[config.mk]
export PLATFORM = sky130hd
export DESIGN_NAME = seq_det_prog
export DESIGN_NICKNAME = d
export VERILOG_FILES = /design/src/rtl/seq_det_pkg.sv /design/src/rtl/seq_det_window.sv /design/src/rtl/seq_det_prog.sv
export SDC_FILE = /design/constraint.sdc
export NUM_CORES = 1
export LEC_CHECK = 0
export BUFFER_PORTS_ARGS = -buffer_cell sky130_fd_sc_hd__buf_2
export CAP_MARGIN = 20
export CORE_ASPECT_RATIO = 1.2
export CORE_MARGIN = 4
export CORE_UTILIZATION = 50
export CTS_CLUSTER_SIZE = 20
export DETAILED_ROUTE_END_ITERATION = 12
export PLACE_DENSITY = 0.72
export SYNTH_ARGS = -nofsm -noshare
export SYNTH_HDL_FRONTEND = slang
export SYNTH_SLANG_ARGS = --single-unit
[constraint.sdc]
create_clock -name clk -period 3.1 [get_ports clk]
set_input_delay 0.465 -clock clk [delete_from_list [all_inputs] [get_ports clk]]
set_output_delay 0.465 -clock clk [all_outputs]
set_load 0.02 [all_outputs]
[src/rtl/seq_det_pkg.sv]
// Shared types and helpers for the programmable serial pattern detector
// and any neighbouring status counters.
package seq_det_pkg;

   typedef enum logic {
      IDLE = 1'b0,
      RUN  = 1'b1
   } seq_state_t;

   // Increment that sticks at max_value; callers size the result back down.
   function automatic logic [31:0] sat_inc(input logic [31:0] value,
                                           input logic [31:0] max_value);
      return (value >= max_value) ? value : value + 32'd1;
   endfunction

endpackage

[src/rtl/seq_det_window.sv]
// Serial shift window with fill tracking and a length-masked pattern compare.
// hit is combinational and reflects the window as it will be after this edge.
module seq_det_window
   import seq_det_pkg::*;
#(
   parameter int MAX_LEN = 8,
   parameter int LEN_W   = $clog2(MAX_LEN) + 1
) (
   input  logic               clk,
   input  logic               reset,
   input  logic               clear_i,
   input  logic               shift_en_i,
   input  logic               din_i,
   input  logic [MAX_LEN-1:0] pattern_i,
   input  logic [LEN_W-1:0]   len_i,
   input  logic               overlap_i,
   output logic               hit_o
);

   logic [MAX_LEN-1:0] window_q;
   logic [MAX_LEN-1:0] window_d;
   logic [LEN_W-1:0]   fill_q;
   logic [LEN_W-1:0]   fill_d;
   logic [MAX_LEN-1:0] len_mask;

   // Only the low len bits take part in the compare.
   generate
      for (genvar gi = 0; gi < MAX_LEN; gi++) begin : g_mask
         assign len_mask[gi] = (len_i > LEN_W'(gi));
      end
   endgenerate

   assign window_d = {window_q[MAX_LEN-2:0], din_i};
   assign fill_d   = (fill_q == LEN_W'(MAX_LEN)) ? fill_q : fill_q + LEN_W'(1);

   assign hit_o = shift_en_i
                  && (fill_d >= len_i)
                  && (((window_d ^ pattern_i) & len_mask) == '0);

   always_ff @(posedge clk) begin
      if (reset || clear_i) begin
         window_q <= '0;
         fill_q   <= '0;
      end else if (shift_en_i) begin
         window_q <= window_d;
         // Non-overlapping mode restarts the fill so the next match needs len fresh bits.
         fill_q   <= (hit_o && !overlap_i) ? '0 : fill_d;
      end
   end

endmodule

[src/rtl/seq_det_prog.sv]
// Runtime-programmable serial pattern detector: config FSM, registered match
// pulse, saturating match counter and illegal-config error pulse.
module seq_det_prog
   import seq_det_pkg::*;
#(
   parameter int MAX_LEN = 8,
   parameter int LEN_W   = $clog2(MAX_LEN) + 1,
   parameter int CNT_W   = 8
) (
   input  logic               clk,
   input  logic               reset,
   input  logic               din,
   input  logic               din_valid,
   input  logic               cfg_load,
   input  logic [MAX_LEN-1:0] cfg_pattern,
   input  logic [LEN_W-1:0]   cfg_len,
   input  logic               cfg_overlap,
   output logic               match,
   output logic [CNT_W-1:0]   match_count,
   output logic               armed,
   output logic               cfg_err
);

   localparam logic [31:0] CNT_MAX = 32'((64'd1 << CNT_W) - 64'd1);

   seq_state_t         state_q;
   logic [MAX_LEN-1:0] pattern_q;
   logic [LEN_W-1:0]   len_q;
   logic               overlap_q;
   logic               match_q;
   logic [CNT_W-1:0]   count_q;
   logic               cfg_err_q;

   logic cfg_legal;
   logic shift_en;
   logic clear_win;
   logic hit;

   assign cfg_legal = (cfg_len != '0) && (cfg_len <= LEN_W'(MAX_LEN));
   // A config strobe takes precedence over a data bit arriving in the same cycle.
   assign shift_en  = (state_q == RUN) && din_valid && !cfg_load;
   assign clear_win = cfg_load && cfg_legal;

   seq_det_window #(
      .MAX_LEN (MAX_LEN),
      .LEN_W   (LEN_W)
   ) u_window (
      .clk        (clk),
      .reset      (reset),
      .clear_i    (clear_win),
      .shift_en_i (shift_en),
      .din_i      (din),
      .pattern_i  (pattern_q),
      .len_i      (len_q),
      .overlap_i  (overlap_q),
      .hit_o      (hit)
   );

   always_ff @(posedge clk) begin
      if (reset) begin
         state_q   <= IDLE;
         pattern_q <= '0;
         len_q     <= '0;
         overlap_q <= 1'b0;
         match_q   <= 1'b0;
         count_q   <= '0;
         cfg_err_q <= 1'b0;
      end else begin
         match_q   <= 1'b0;
         cfg_err_q <= 1'b0;
         if (cfg_load) begin
            if (cfg_legal) begin
               state_q   <= RUN;
               pattern_q <= cfg_pattern;
               len_q     <= cfg_len;
               overlap_q <= cfg_overlap;
               count_q   <= '0;
            end else begin
               // Stored config is kept but unused until a legal reload.
               state_q   <= IDLE;
               cfg_err_q <= 1'b1;
            end
         end else if (state_q == RUN && hit) begin
            match_q <= 1'b1;
            count_q <= CNT_W'(sat_inc(32'(count_q), CNT_MAX));
         end
      end
   end

   assign match       = match_q;
   assign match_count = count_q;
   assign armed       = (state_q == RUN);
   assign cfg_err     = cfg_err_q;

endmodule

==> results.yml <==
setup_path:
  r2r-end: "match_count[0]"
  cp.arrival_ns: 3.05
  reg2reg_from: "u_window.fill_q[0]"
  crit_type: "flip-flop to flip-flop"
  crit_fanout: 18
  worstSetupEndpoint: "match_count[0]"
  endpoint_kind: "flip-flop"
  ff2ff_setup_slack_ns: 0.26
  reg2regPathDepth: 12
  startpoint_type: "flip-flop"
  crit_path_start: "u_window.fill_q[0]"
  worst-endpoint-required_ns: 3.32
placement:
  place.gp.congestion: 0.8282
  dp_hpwl_mm: 2.809
  post-place-ws_ns: 0.2869
  portBuffers: 28
  place_area_mm2: 0.001916
sta:
  setup_ws_ns: 0.2620
  setup_violations: 0
  post-route-period-util: 0.9155
  min_period_ns: 2.838
  slew_viol_final: 0
  grt_setup_unrepaired: "no"
  hold_slack_ns: 0.4050
  hold_viol: 0
  max_clock_freq_mhz: 352.4
  setup_tns_ns: 0
  relSlewSlack: 0.5149
  skew_ns: 0.002949
  worst_pin_slew_ns: 0.7249
floorplanning:
  die_area_mm2: 0.004504
  io_pins: 29
  fp-row-count: 23
  die_w_um: 61.94
  die_y_um: 72.72
  core-area_mm2: 0.003338
  initial_core_util: 0.5229
synth:
  synth.distinct_cells: 36
  synthArstFlopShare: 0
  syn_inst: 223
  syn_area_per_cell_um2: 7.827
  synth_area_mm2: 0.001745
  seq_area_frac_synth: 0.4014
  syn-num-nets: 248
  synth_warnings: 0
  synth_edf_count: 0
  synth_top_flop_cell: "dfxtp_1"
  synth-seq-cells: 35
grt:
  grt.total_usage: 0.1894
  met1_usage: 0.2525
  grt_util_met3: 0.05310
  grt_pass1_wl_mm: 6.368
  grt_antenna_before_repair: 0
  busiest_layer: "met2"
  met2_usage: 0.2910
  grt_pass1_vias: 1409
  grt_max_degree: 23
  overflow: 0
drt:
  drtIter0Drc: 79
  dr_total_vias: 1580
  wirelength_mm: 3.782
  detail_route.wl_per_cell_um: 13.09
  drc_errors: 0
  dr.pass1.iters: 4
  vias_per_cell: 5.467
  ant_nets: 0
layout:
  drive_above_1_share: 0.1627
  syn_to_final_growth_pct: 16.49
  final_cell_area_mm2: 0.002033
  num_antenna_cells: 0
  finalNetCount: 276
power_and_ir_drop:
  leakage_nw: 0.8451
  power.total_mw: 0.9785
  ir_drop_mv: 0.3821
  power_density_mw_per_mm2: 481.3
flow_run:
  drv_cap: 0
outcome:
  status: "complete, no violations"
cts:
  worstSkewPairLatency_ns: 0.29
  clock_sinks: 35
  cts_setup_buffers: 0
  clk_pin_slew_ns: 0.07
  tritoncts: "built"
  numCtsBuffers: 5
  ctsHtreeMaxLevel: 2
  clockBufferDepth: 2
  cts-root-buf: "clkbuf_8"
  post_cts_resized: 0
  ctsHoldBuffers: 0
hold_path:
  holdCritPathClass: "primary input to flip-flop"
==> synth_stat cells, types with 2 or more instances <==
library cell,instances,area (um2)
a21oi_1,25,125.1
clkbuf_1,8,30.03
dfxtp_1,35,700.7
ha_1,7,87.58
inv_1,8,30.03
mux2i_1,2,20.02
nand2_1,54,202.7
nand2b_1,5,31.28
nand3_1,16,80.08
nand3b_1,2,15.01
nor2_1,8,30.03
nor3_1,4,20.02
o211ai_1,4,30.03
o21ai_1,3,15.01
o311ai_1,2,17.52
or3_1,3,18.77
or4_1,8,60.06
xnor2_1,4,35.03
xor2_1,8,70.07
==> state kept, by name (all words and copies together) (netlist names) <==
signal             cells
armed                  1
cfg_err                1
len_q                  4
match                  1
match_count            8
overlap_q              1
pattern_q              8
u_window.fill_q        4
u_window.window_q      7
==> routing by layer <==
layer,part of all wire,up-vias,wire length [um]
met4,0.014,0,53
met2,0.47,35,1789
met5,0,-,0
met1,0.47,709,1789
li1,-,831,-
met3,0.040,5,150
==> worst max-delay path, stage by stage (launching register included) <==
cell,delay (ns)
dfxtp_1,0.39
inv_1,0.09
ha_1,0.19
nand2_1,0.08
nor2_1,0.06
xnor2_1,0.13
ha_1,0.27
nand2b_1,0.10
a2111o_1,0.12
o2111ai_1,0.08
or3_1,0.55
or4_1,0.54
a31oi_1,0.16
==> kinds of logic after synthesis <==
| group | after synthesis | synth area share |
|---|---|---|
| and+or+nand+nor | 107 | 0.2896 |
| xor gates and xnor gates | 12 | 0.06021 |
| buffers and inverters | 18 | 0.03942 |
| DFF | 35 | 0.4014 |
| AOI/OAI and AO/OA | 42 | 0.1477 |
| adders and majority gates | 7 | 0.05018 |
| muxes | 2 | 0.01147 |
==> cell usage in the layout, fill, tap and decap left out, drive strengths merged, types with 7 or more instances in the layout <==
cell and instances:
a21oi 25, nand2 54, dfxtp 35, inv 8
nor2 8, nand3 16, or4 8, ha 7
buf 31, xor2 8
==> how the worst min path moves through the flow <==
stage | start | to | slack [ns] | depth (start not counted)
finish | cfg_pattern[1] | pattern_q[1] | 0.40 | 3
global route | cfg_pattern[6] | pattern_q[6] | 0.41 | 3
CTS | cfg_pattern[7] | pattern_q[7] | 0.40 | 3
detailed placement | overlap_q | overlap_q | 0.46 | 2
global placement | pattern_q[6] | pattern_q[6] | 0.46 | 2
floorplan | overlap_q | overlap_q | 0.44 | 2
==> power breakdown <==
group	internal, mW	leakage (nW)	switching (mW)
Sequential	0.460	0.284	0.00992
Combinational	0.0329	0.500	0.0500
Clock	0.260	0.0612	0.165
==> metrics by stage <==
| step | utilization | cells |
|---|---|---|
| floorplan | - | 223 |
| detailed placement | 0.5738 | 281 |
| global route | 0.6091 | 289 |
| CTS | 0.6091 | 289 |
| finish | 0.6091 | 289 |
| global placement | 0.5738 | 281 |
==> layout make-up <==
type | instances | area (um2)
clock buffer | 6 | 82.58
clock inverter | 2 | 35.03
fill | 322 | 1305
inverter | 8 | 30.03
multi-input combinational | 170 | 975.9
sequential | 35 | 700.7
tap | 37 | 46.29
timing repair buffer | 31 | 162.7
(Power assumes the default switching activity.)
